==> src/rtl/uart_rx_frame.sv <==
// 8N1 UART receiver: synchronizes the raw rx pin, samples each bit at mid-period and
// emits one-cycle valid / framing-error strobes alongside the recovered byte.
module uart_rx_frame #(
    parameter int unsigned CLOCKS_PER_BAUD = 868,
    parameter int unsigned SYNC_STAGES     = 2
) (
    input  logic       clk,
    input  logic       rst_n_in,
    input  logic       rx,
    output logic [7:0] data_out,
    output logic       valid_out,
    output logic       frame_err_out,
    output logic       busy_out
);

    localparam int unsigned CntW = $clog2(CLOCKS_PER_BAUD);
    localparam logic [CntW-1:0] CntLast = CntW'(CLOCKS_PER_BAUD - 1);
    localparam logic [CntW-1:0] CntHalf = CntW'(CLOCKS_PER_BAUD / 2 - 1);

    typedef enum logic [2:0] {
        StIdle,
        StStart,
        StData,
        StStop,
        StWaitHigh
    } state_e;

    state_e                 state_q, state_d;
    logic [SYNC_STAGES-1:0] sync_q, sync_d;
    logic [CntW-1:0]        cnt_q, cnt_d;
    logic [2:0]             bit_q, bit_d;
    logic [7:0]             shift_q, shift_d;
    logic [7:0]             data_q, data_d;
    logic                   valid_q, valid_d;
    logic                   frame_err_q, frame_err_d;
    logic                   rxs;

    assign sync_d = {sync_q[SYNC_STAGES-2:0], rx};
    assign rxs    = sync_q[SYNC_STAGES-1];

    always_ff @(posedge clk or negedge rst_n_in) begin
        if (!rst_n_in) begin
            state_q     <= StIdle;
            sync_q      <= '1;
            cnt_q       <= '0;
            bit_q       <= '0;
            shift_q     <= '0;
            data_q      <= '0;
            valid_q     <= 1'b0;
            frame_err_q <= 1'b0;
        end else begin
            state_q     <= state_d;
            sync_q      <= sync_d;
            cnt_q       <= cnt_d;
            bit_q       <= bit_d;
            shift_q     <= shift_d;
            data_q      <= data_d;
            valid_q     <= valid_d;
            frame_err_q <= frame_err_d;
        end
    end

    always_comb begin
        state_d     = state_q;
        cnt_d       = cnt_q;
        bit_d       = bit_q;
        shift_d     = shift_q;
        data_d      = data_q;
        valid_d     = 1'b0;
        frame_err_d = 1'b0;

        unique case (state_q)
            StIdle: begin
                if (!rxs) begin
                    state_d = StStart;
                    cnt_d   = '0;
                end
            end
            StStart: begin
                if (cnt_q == CntHalf) begin
                    cnt_d = '0;
                    bit_d = '0;
                    // A start bit that is high again at mid-bit was only a glitch.
                    state_d = rxs ? StIdle : StData;
                end else begin
                    cnt_d = cnt_q + 1'b1;
                end
            end
            StData: begin
                if (cnt_q == CntLast) begin
                    cnt_d   = '0;
                    shift_d = {rxs, shift_q[7:1]};
                    bit_d   = bit_q + 3'd1;
                    if (bit_q == 3'd7) begin
                        state_d = StStop;
                    end
                end else begin
                    cnt_d = cnt_q + 1'b1;
                end
            end
            StStop: begin
                // Linger one cycle after a good stop bit so busy covers the valid pulse.
                if (valid_q) begin
                    state_d = StIdle;
                end else if (cnt_q == CntLast) begin
                    cnt_d = '0;
                    if (rxs) begin
                        data_d  = shift_q;
                        valid_d = 1'b1;
                    end else begin
                        frame_err_d = 1'b1;
                        state_d     = StWaitHigh;
                    end
                end else begin
                    cnt_d = cnt_q + 1'b1;
                end
            end
            StWaitHigh: begin
                if (rxs) begin
                    state_d = StIdle;
                end
            end
            default: begin
                state_d = StIdle;
            end
        endcase
    end

    always_comb begin
        busy_out      = (state_q != StIdle);
        data_out      = data_q;
        valid_out     = valid_q;
        frame_err_out = frame_err_q;
    end

endmodule

==> config.mk <==
export PLATFORM = sky130hd
export DESIGN_NAME = uart_rx_frame
export DESIGN_NICKNAME = d
export VERILOG_FILES = /design/src/rtl/uart_rx_frame.sv
export SDC_FILE = /design/constraint.sdc
export NUM_CORES = 1
export LEC_CHECK = 0
export BUFFER_PORTS_ARGS = -buffer_cell sky130_fd_sc_hd__clkbuf_2
export CAP_MARGIN = 20
export CORE_ASPECT_RATIO = 0.6
export CORE_MARGIN = 2
export CORE_UTILIZATION = 50
export CTS_BUF_LIST = sky130_fd_sc_hd__clkbuf_8
export CTS_CLUSTER_SIZE = 30
export DETAILED_ROUTE_END_ITERATION = 8
export PLACE_DENSITY = 0.83
export RECOVER_POWER = 50
export SYNTH_ARGS = -nofsm -noshare
export SYNTH_HDL_FRONTEND = slang
export SYNTH_SLANG_ARGS = --single-unit
==> constraint.sdc <==
create_clock -name clk -period 1.93 [get_ports clk]
set_input_delay 0.4825 -clock clk [delete_from_list [all_inputs] [get_ports clk]]
set_output_delay 0.4825 -clock clk [all_outputs]
set_load 0.01 [all_outputs]
After elaboration in Yosys (flattened, before gate mapping)

Cells that the tools add are included.

Bits of input ports: 3
Register bits after elaboration: 36

Bitwise operators: 1
Equality and inequality tests: 15
Reduce and logical (&&, ||, !) cells: 9
Add/subtract/negate cells: 2
Multiplexer cells: 26

Operators with widths:

| kind                                                             | number |
|---|---|
| 10-bit two-way mux                                               | 4 |
| 10-bit case mux with 4 select lines                              | 1 |
| 3-bit two-way mux                                                | 10 |
| 3-bit case mux with 5 select lines                               | 1 |
| 2-bit inequality test, second input constant                     | 6 |
| 10-bit by 1-bit adder with 10-bit output, second input constant  | 1 |
| 10-bit == test, second input constant                            | 1 |
| 10-bit by 9-bit == test with 1-bit output, second input constant | 1 |
| 1-bit two-way mux                                                | 8 |
| 7-bit AND reduction                                              | 1 |
| 3-bit by 2-bit == test with 1-bit output, second input constant  | 2 |
| 3-bit == test, second input constant                             | 2 |
| 3-bit inequality test, second input constant                     | 2 |
| 3-bit case mux with 2 select lines                               | 1 |
| 3-bit AND reduction                                              | 2 |
| 4-bit AND reduction                                              | 1 |
| 4-bit nonzero test                                               | 1 |
| 3-bit by 1-bit adder with 3-bit output, second input constant    | 1 |
| 3-bit by 1-bit == test with 1-bit output, second input constant  | 1 |
| 3-bit zero test                                                  | 1 |
| 3-bit nonzero test                                               | 1 |
| 2-bit two-way mux                                                | 1 |
| 2-bit AND reduction                                              | 1 |
| 2-bit nonzero test                                               | 1 |
| 1-bit NOT                                                        | 1 |

Depth between registers and ports, before layout

Gate-level depths: netlist (run 1).

Depth after elaboration: 4
Gate-level depth with buffers: 6
Gate-level depth less buffers: 6

Least setup slack after synthesis (run 1)

No wires, ideal clock.

Path type: register to register
Start: register cnt_q[0]
End: register shift_q[0]
Data required time: 1.805 ns
Period minus slack after synthesis: 1.909 ns
Path slack: 0.021 ns
Library setup time: 0.125 ns
Arrival: 1.784 ns
Cell stages (with the launch flop): 7
Cells stage by stage: dfrtp_1 ha_1 and4bb_2 nand3_4 or3_1 buf_6 mux2_4

Cells in the longest elaborated chain, start to end: 2

Ends and longest elaborated chain:

| what                                 | RTL line | text |
|---|---|---|
| start, declared                      | 30       | `logic [CntW-1:0] cnt_q, cnt_d;` |
| start signal, assigned               | 54       | `cnt_q <= cnt_d;` |
| 10-bit == test                       | 90       | `if (cnt_q == CntLast) begin` |
| 2-bit AND reduction (no source line) | -        |  |
| end signal, assigned                 | 56       | `shift_q <= shift_d;` |
| end, declared                        | 32       | `logic [7:0] shift_q, shift_d;` |

Every way passes these cells.
A chain may end at the register's enable or synchronous reset.

Worst setup path in the final report (run 1)

Start: register state_q[0]
End: register state_q[0]

Cells in the longest elaborated chain, start to end: 3
Elaborated cells between the ends (all ways): 14

Ends and longest elaborated chain:

| what                                                                                   | RTL line | text |
|---|---|---|
| start, declared                                                                        | 28       | `state_e state_q, state_d;` |
| start signal, assigned                                                                 | 43       | `state_q <= StIdle;` |
| start signal, assigned                                                                 | 52       | `state_q <= state_d;` |
| 3-bit by 2-bit == test with 1-bit output, or another cell as far along                 | 72       | `unique case (state_q)` |
| 3-bit inequality test (no source line) / 2-bit inequality test (equally long branches) | -        |  |
| 7-bit AND reduction (no source line)                                                   | -        |  |

Parallel ways exist; a longest one is shown, timed or not.

==> Flow_metrics.wiki, run 1 <==
{| class="wikitable"
! Metric !! Value
|-
| Number of buffers inserted during clock tree synthesis || 5
|-
| Register area share after synthesis || 49.8%
|-
| Die extent in y || between 50 and 60 microns
|-
| Yosys top cell area share || 46.9%
|-
| Slew of the pin with the lowest slew margin || 747 ps
|-
| Netlist Area Pre-Place || 0.00181 sq mm
|-
| Synth top area cells || dfrtp_1 (47%), mux2_2 (6.8%), mux2_4 (5.8%)
|-
| First-pass GRT wire length || 6670 microns
|-
| Critical-path cell with the highest stage delay || or4bb_1
|-
| Post-synth top flop || dfrtp_1
|-
| Fraction of final layout cells with drive strength greater than 1 || 46.9%
|-
| Reg2reg path depth || 5
|-
| Average footprint of a synthesized cell || between 10 and 15 sq um
|-
| Cell type contributing the most total cell area after synthesis || dfrtp_1
|-
| Total DRC errors in the routed layout || 0
|-
| Async set or reset register ratio after synthesis || 100%
|-
| Type of the worst setup path || register to register
|-
| Critical path data arrival time || 2240 ps
|-
| Number of detailed-routing iterations run before antenna repair || 4
|-
| Antenna-violating nets left || 0
|-
| Sinks on Clock Net || 36
|-
| Fillers || 238
|-
| Slack of the worst reg-to-reg path || -120 ps
|-
| Clock root buffer || clkbuf_8
|-
| Number of nets in the synthesized netlist || 156
|-
| Area of the multi-input gates || 960 sq um
|-
| Area of the die || 0.00414 sq mm
|-
| Static power due to leakage || 1.12 nW
|-
| Worst-path maximum fanout || 9
|-
| Placed cell area || 0.00206 sq mm
|-
| Detailed-route vias per instance || 6.02
|-
| Number of antenna repair diodes || 0
|-
| Period Utilization, post-route || 106%
|-
| Number of enable-type register cells in the synthesized netlist || 0
|-
| Buffer depth of the longest clock path || 2
|-
| Final setup fails || 2
|-
| DP HPWL || 2880 microns
|-
| Average wire length per cell after detail routing || 19.3 microns
|-
| Floorplan row count || 16
|-
| Outcome || finished with violations
|-
| Count of cell types in the netlist || 49
|-
| DR vias || 1452
|-
| Clk Latency, worst-skew pair || 300 ps
|-
| Violations in the final reports || negative setup slack
|-
| VDD IR-drop max || 0.406 mV
|-
| Crit path launch type || register
|-
| Register Area || 903 sq um
|-
| Horizontal die dimension || 81.8 microns
|-
| RR Startpoint || state_q[0]$_DFFE_PN0P_
|-
| Crit end category || register
|-
| Crit path cell chain || buf_4, or4bb_1, a21oi_1, or4_4, mux2_4
|-
| Clock tree from TritonCTS || yes
|-
| Post-Synthesis Cells || 149
|-
| Pin count of the biggest net entering global routing || 31
|-
| Total global routing overflow || 0
|-
| Placeable Area || 0.00336 sq mm
|-
| I/O Pins || 14
|-
| Port bufs || 13
|-
| Final design instance area without fill || 0.00235 sq mm
|-
| Most common cell after layout, fill and taps aside || dfrtp_1
|-
| CTS H-tree depth || 2
|-
| Critical Path Max Stage Delay || between 600 and 700 ps
|-
| Worst-case clock skew || between 10 and 15 ps
|-
| Reg clk slew, reported paths || 80 ps
|-
| Data required time at the worst endpoint || 2110 ps
|-
| Global-route usage over all layers || 22.3%
|-
| Endpoint of the worst-slack reg-to-reg timing path || state_q[0]$_DFFE_PN0P_
|-
| Final RePlAce weighted congestion || 0.892
|-
| Overall power consumption || 1.34 mW
|-
| Post-route setup slack || -122 ps
|-
| Number of global-route vias before repair || 1359
|-
| Yosys warnings || 0
|-
| Power per standard cell area || 569 mW/mm^2
|-
| Post-layout nets || 202
|-
| Initial standard-cell utilization of the core || 53.9%
|-
| Count of routing violations after the opening detailed-route iteration || 204
|-
| Most frequent cells in the layout || dfrtp_1 (34), buf_4 (26), mux2_4 (17), clkbuf_2 (13), nand2_1 (9)
|-
| Unrepaired setup endpoints after global routing || yes
|-
| Area growth, synth to finish || 29.6%
|-
| Final number of max-transition violations || 0
|-
| Achievable frequency || 487 MHz
|-
| Total detailed-routing wirelength || 4650 microns
|-
| Number of antenna violations at the first check in global routing || 0
|-
| Worst slew margin || roughly 50%
|-
| Final hold vios || 0
|-
| Class of the tightest hold or removal check || primary input to async pin
|-
| Max cap viols || 0
|-
| Minimum period implied by the final worst setup slack || 2050 ps
|-
| Post-synthesis register bit count || 36
|}
[synthesized netlist by cell type, types with 2 or more instances]
cell	n
a211o_1	2
a22o_1	2
dfrtp_1	34
o21ai_0	7
mux2_2	11
buf_2	2
ha_1	4
nor2_1	5
and3_1	2
nor3_1	5
inv_1	2
mux2_4	7
nand4b_1	3
or3_1	5
nand2b_1	2
nor4b_1	2
nand3_1	2
nand2_1	9
dfstp_2	2
a21oi_1	9
or4_4	2
buf_6	3
[worst max-delay path: cells and delay by family, from the launching register on]
kind                   cells  cell delay [ps]
multiplexers               1              300
buffers and inverters      1              220
AO/OA/AOI/OAI              1              210
flip-flops                 1              430
AND/OR/NAND/NOR            2              780
[power by group]
group / switching [mW] / internal, mW / total (mW)
combinational: 0.0158 / 0.00492 / 0.0207
clock: 0.272 / 0.285 / 0.557
sequential: 0.00289 / 0.758 / 0.761
total: 0.291 / 1.05 / 1.34
[routing by layer]
layer	up-vias	routed length, microns	global-route usage, %
li1	648	-	-
met1	706	2060	30.7
met2	81	2050	31.6
met3	17	440	6.29
met4	0	97	12.2
met5	-	0	0
[flip-flops by register name, indices dropped and copies added, names as in the netlist]
signal         count
bit_q              3
cnt_q             10
data_out           8
frame_err_out      1
shift_q            8
state_q            3
sync_q             2
valid_out          1
[worst max path at each step]
stage	startpoint	to	slack, ps	depth (start not counted)
after CTS	state_q[0]$_DFFE_PN0P_	state_q[0]$_DFFE_PN0P_	0.1	4
after global routing	state_q[0]$_DFFE_PN0P_	state_q[0]$_DFFE_PN0P_	-170	5
final	state_q[0]$_DFFE_PN0P_	state_q[0]$_DFFE_PN0P_	-120	5
after global placement	cnt_q[0]$_DFFE_PN0P_	shift_q[7]$_DFFE_PN0P_	20	5
after detailed placement	cnt_q[0]$_DFFE_PN0P_	shift_q[0]$_DFFE_PN0P_	-30	5
after floorplan	cnt_q[0]$_DFFE_PN0P_	shift_q[0]$_DFFE_PN0P_	20	6
[cells by family after synthesis]
group	count (synthesis)	synth area share, %
adder cells (fa/ha/maj)	4	2.76
buffers and inverters	7	2.83
flip-flops	36	49.8
AO/OA/AOI/OAI	27	9.52
XOR/XNOR	2	0.966
multiplexers	19	13.2
AND/OR/NAND/NOR	54	21.0
[layout make-up]
type                            instances  share of cell area (%)
Inverter                                2                   0.319
Clock inverter                          2                   0.426
Clock buffer                            6                    3.51
Multi-Input combinational cell        106                    40.8
Timing Repair Buffer                   44                    14.1
Sequential cell                        36                    38.4
Tap cell                               45                    2.39
[repair_timing]
| item | CTS | global route |
|---|---|---|
| gates cloned | 0 | 1 |
| pin swaps | 0 | 4 |
| endpoints found under the setup margin | 8 | 28 |
| gates resized for setup | 1 | 26 |
| hold buffers | 0 | 0 |
| setup buffers | 4 | 5 |
[metrics by stage]
| stage | worst slack (ps) | TNS (ps) | instances | hold slack (ps) | utilization [%] |
|---|---|---|---|---|---|
| global route | -173 | -633 | 241 | 67.1 | 69.9 |
| global placement | 23.7 | 0 | 223 | 314 | 61.3 |
| CTS | 0.133 | 0 | 235 | 5.24 | 65.1 |
| finish | -122 | -133 | 241 | 54.4 | 69.9 |
| floorplan | 20.9 | 0 | 149 | 187 | - |
| detailed placement | -26.9 | -166 | 223 | 318 | 61.3 |
Note: power is estimated with default switching activity, not from simulation.
==> run 2, diff against run 1 <==
--- a/config.mk
+++ b/config.mk
@@ -9,11 +9,11 @@
 export CAP_MARGIN = 20
 export CORE_ASPECT_RATIO = 0.6
 export CORE_MARGIN = 2
-export CORE_UTILIZATION = 50
+export CORE_UTILIZATION = 30
 export CTS_BUF_LIST = sky130_fd_sc_hd__clkbuf_8
 export CTS_CLUSTER_SIZE = 30
 export DETAILED_ROUTE_END_ITERATION = 8
-export PLACE_DENSITY = 0.83
+export PLACE_DENSITY = 0.59
 export RECOVER_POWER = 50
 export SYNTH_ARGS = -nofsm -noshare
 export SYNTH_HDL_FRONTEND = slang
==> Flow_metrics.wiki, run 2 (synthesized netlist as in run 1, its figures left out) <==
{| class="wikitable"
! Metric !! Value
|-
| Most frequent cells in the layout || buf_4 (35), dfrtp_1 (34), mux2_2 (11), clkbuf_2 (11), nand2_1 (9)
|-
| Minimum period implied by the final worst setup slack || 1900 ps (-155 ps)
|-
| Register Area || 903 sq um (unchanged)
|-
| Max FFs per register || 10 (unchanged)
|-
| DP Worst Slack || -30.9 ps (-4.00 ps)
|-
| CTS H-tree depth || 2 (unchanged)
|-
| Final RePlAce weighted congestion || 0.840 (-5.8%)
|-
| Fraction of final layout cells with drive strength greater than 1 || 46.0% (-0.90 points)
|-
| Number of detailed-routing iterations run before antenna repair || 4 (unchanged)
|-
| VDD IR-drop max || 0.240 mV (-41%)
|-
| Clock tree from TritonCTS || yes
|-
| Antenna-violating nets left || 0 (unchanged)
|-
| Critical-path cell with the highest stage delay || or4_4
|-
| Initial standard-cell utilization of the core || 31.8% (-22 points)
|-
| Slew of the pin with the lowest slew margin || 1050 ps (+302 ps)
|-
| Floorplan row count || 21 (+5)
|-
| Crit path cell chain || ha_2, and4bb_2, a21oi_1, or4_4, mux2_4
|-
| Kind of cell adding the most delay to the critical path || simple AND/OR/NAND/NOR gates
|-
| Crit end category || register
|-
| Count of buffer and inverter cells on the critical path || 0 (-1)
|-
| Power per standard cell area || 573 mW/mm^2 (+0.63%)
|-
| Number of global-route vias before repair || 1236 (-9.1%)
|-
| I/O Pins || 14 (unchanged)
|-
| Number of antenna repair diodes || 0 (unchanged)
|-
| Placeable Area || 0.00570 sq mm (+70%)
|-
| Global-route usage over all layers || 13.5% (-8.8 points)
|-
| Post-layout nets || 209 (+3.5%)
|-
| First-pass GRT wire length || 6890 microns (+3.3%)
|-
| Worst-path maximum fanout || 4 (-5)
|-
| Outcome || finished clean
|-
| Port bufs || 13 (unchanged)
|-
| Die extent in y || 64.2 microns (+27%)
|-
| Total detailed-routing wirelength || 4210 microns (-9.3%)
|-
| Class of the tightest hold or removal check || primary input to register
|-
| Worst slew margin || 30.1% (-20 points)
|-
| Area of the multi-input gates || 906 sq um (-5.6%)
|-
| Post-route setup slack || 33.1 ps (+155 ps)
|-
| Total global routing overflow || 0 (unchanged)
|-
| Average wire length per cell after detail routing || 14.9 microns (-22%)
|-
| Final number of max-transition violations || 0 (unchanged)
|-
| Number of buffers inserted during clock tree synthesis || 5 (unchanged)
|-
| Sinks on Clock Net || 36 (unchanged)
|-
| Critical Path Max Stage Delay || 500 ps (-110 ps)
|-
| Area growth, synth to finish || 30.8%
|-
| Final setup fails || 0 (-2)
|-
| Static power due to leakage || 1.13 nW (+0.77%)
|-
| Fillers || 559 (+130%)
|-
| Unrepaired setup endpoints after global routing || yes
|-
| Final hold vios || 0 (unchanged)
|-
| Reg clk slew, reported paths || 70 ps (about the same)
|-
| DR vias || 1365 (-6.0%)
|-
| Clock root buffer || clkbuf_8
|-
| DP HPWL || 3170 microns (+10%)
|-
| Total DRC errors in the routed layout || 0 (unchanged)
|-
| Period Utilization, post-route || 98.3% (-8.0 points)
|-
| Number of antenna violations at the first check in global routing || 0 (unchanged)
|-
| Pin count of the biggest net entering global routing || 20 (-35%)
|-
| Critical path data arrival time || 2070 ps (-170 ps)
|-
| Register containing the most flip-flops in the final layout || cnt_q
|-
| Placed cell area || 0.00217 sq mm (+5.3%)
|-
| Area of the die || 0.00671 sq mm (+62%)
|-
| Fin util || 41.6% (-28 points)
|-
| Crit path launch type || register
|-
| Buffer depth of the longest clock path || 2 (unchanged)
|-
| Final design instance area without fill || 0.00237 sq mm (+0.96%)
|-
| Horizontal die dimension || 104 microns (+28%)
|-
| Number of buffers inserted by hold repair at cts || 0 (unchanged)
|-
| Type of the worst setup path || register to register
|-
| Max cap viols || 0 (unchanged)
|-
| Clk Latency, worst-skew pair || 290 ps (about the same)
|-
| Count of routing violations after the opening detailed-route iteration || 96 (-53%)
|-
| Most common cell after layout, fill and taps aside || buf_4
|-
| Worst-case clock skew || 3.86 ps (-10.8 ps)
|-
| Detailed-route vias per instance || 4.84 (-20%)
|-
| Data required time at the worst endpoint || 2100 ps (about the same)
|-
| Slack of the worst reg-to-reg path || 30 ps (+160 ps)
|-
| Achievable frequency || 527 MHz (+8.2%)
|}
run 2: changes by cell type in the layout (fill, tap and decap cells not counted), moves of 2 or more:
| cell | before | now |
|---|---|---|
| mux2_2 | 1 | 11 |
| mux2_4 | 17 | 7 |
| buf_4 | 26 | 35 |
| a21oi_1 | 5 | 7 |
| clkbuf_1 | 1 | 3 |
| clkbuf_2 | 13 | 11 |
| clkinv_2 | 2 | 0 |
| or3_1 | 1 | 3 |
| or3_4 | 4 | 2 |
run 2: cell type report:
| class | count | share of cell area (%) |
|---|---|---|
| multi-input combinational | 106 | 38.2 |
| sequential | 36 | 38.1 |
| timing repair buffer | 51 | 15.2 |
| tap | 80 | 4.22 |
| clock buffer | 7 | 4.06 |
| inverter | 2 | 0.316 |
run 2: worst reg2reg max path, stage by stage (launching register included):
cell      delay [ps]
dfrtp_1          380
ha_2             190
and4bb_2         320
a21oi_1           90
or4_4            500
mux2_4           310
run 2: power by group:
| group | total, mW | internal (mW) | switching (mW) |
|---|---|---|---|
| Clock | 0.577 | 0.318 | 0.259 |
| Sequential | 0.760 | 0.758 | 0.00200 |
| Combinational | 0.0227 | 0.00508 | 0.0176 |
run 2: routing by layer:
layer | track usage (%) | wire [microns] | up-vias
met5 | 0 | 0 | -
met4 | 4.56 | 61 | 0
met3 | 3.67 | 292 | 6
met2 | 15.0 | 1390 | 40
met1 | 22.9 | 2470 | 654
li1 | - | - | 665
run 2: per-stage QoR:
step	hold WS (ps)	cells	total power [mW]	setup TNS, ps
3_3_place_gp	346	265	0.802	-0.728
5_1_grt	266	282	1.41	-29.9
6_report	271	282	1.36	0
4_1_cts	169	273	1.38	0
2_1_floorplan	187	149	0.775	0
3_5_place_dp	349	265	0.802	-131
run 2: worst paths after layout:
path                       cells after the start                     end                 start
min in group asynchronous                      1    cnt_q[8]$_DFFE_PN0P_              rst_n_in
max in group asynchronous                      2     sync_q[0]$_DFF_PN1_              rst_n_in
setup reg to reg                               5  state_q[0]$_DFFE_PN0P_  cnt_q[1]$_DFFE_PN0P_
setup / recovery                               5  state_q[0]$_DFFE_PN0P_  cnt_q[1]$_DFFE_PN0P_
hold / removal                                 1     sync_q[0]$_DFF_PN1_                    rx
hold reg to reg                                0     sync_q[1]$_DFF_PN1_   sync_q[0]$_DFF_PN1_
run 2: repair_timing:
item	CTS	global route
hold endpoints to repair	0	0
resized for setup	1	12
setup buffers	1	9
setup endpoints to repair	8	23
pin swaps	2	5
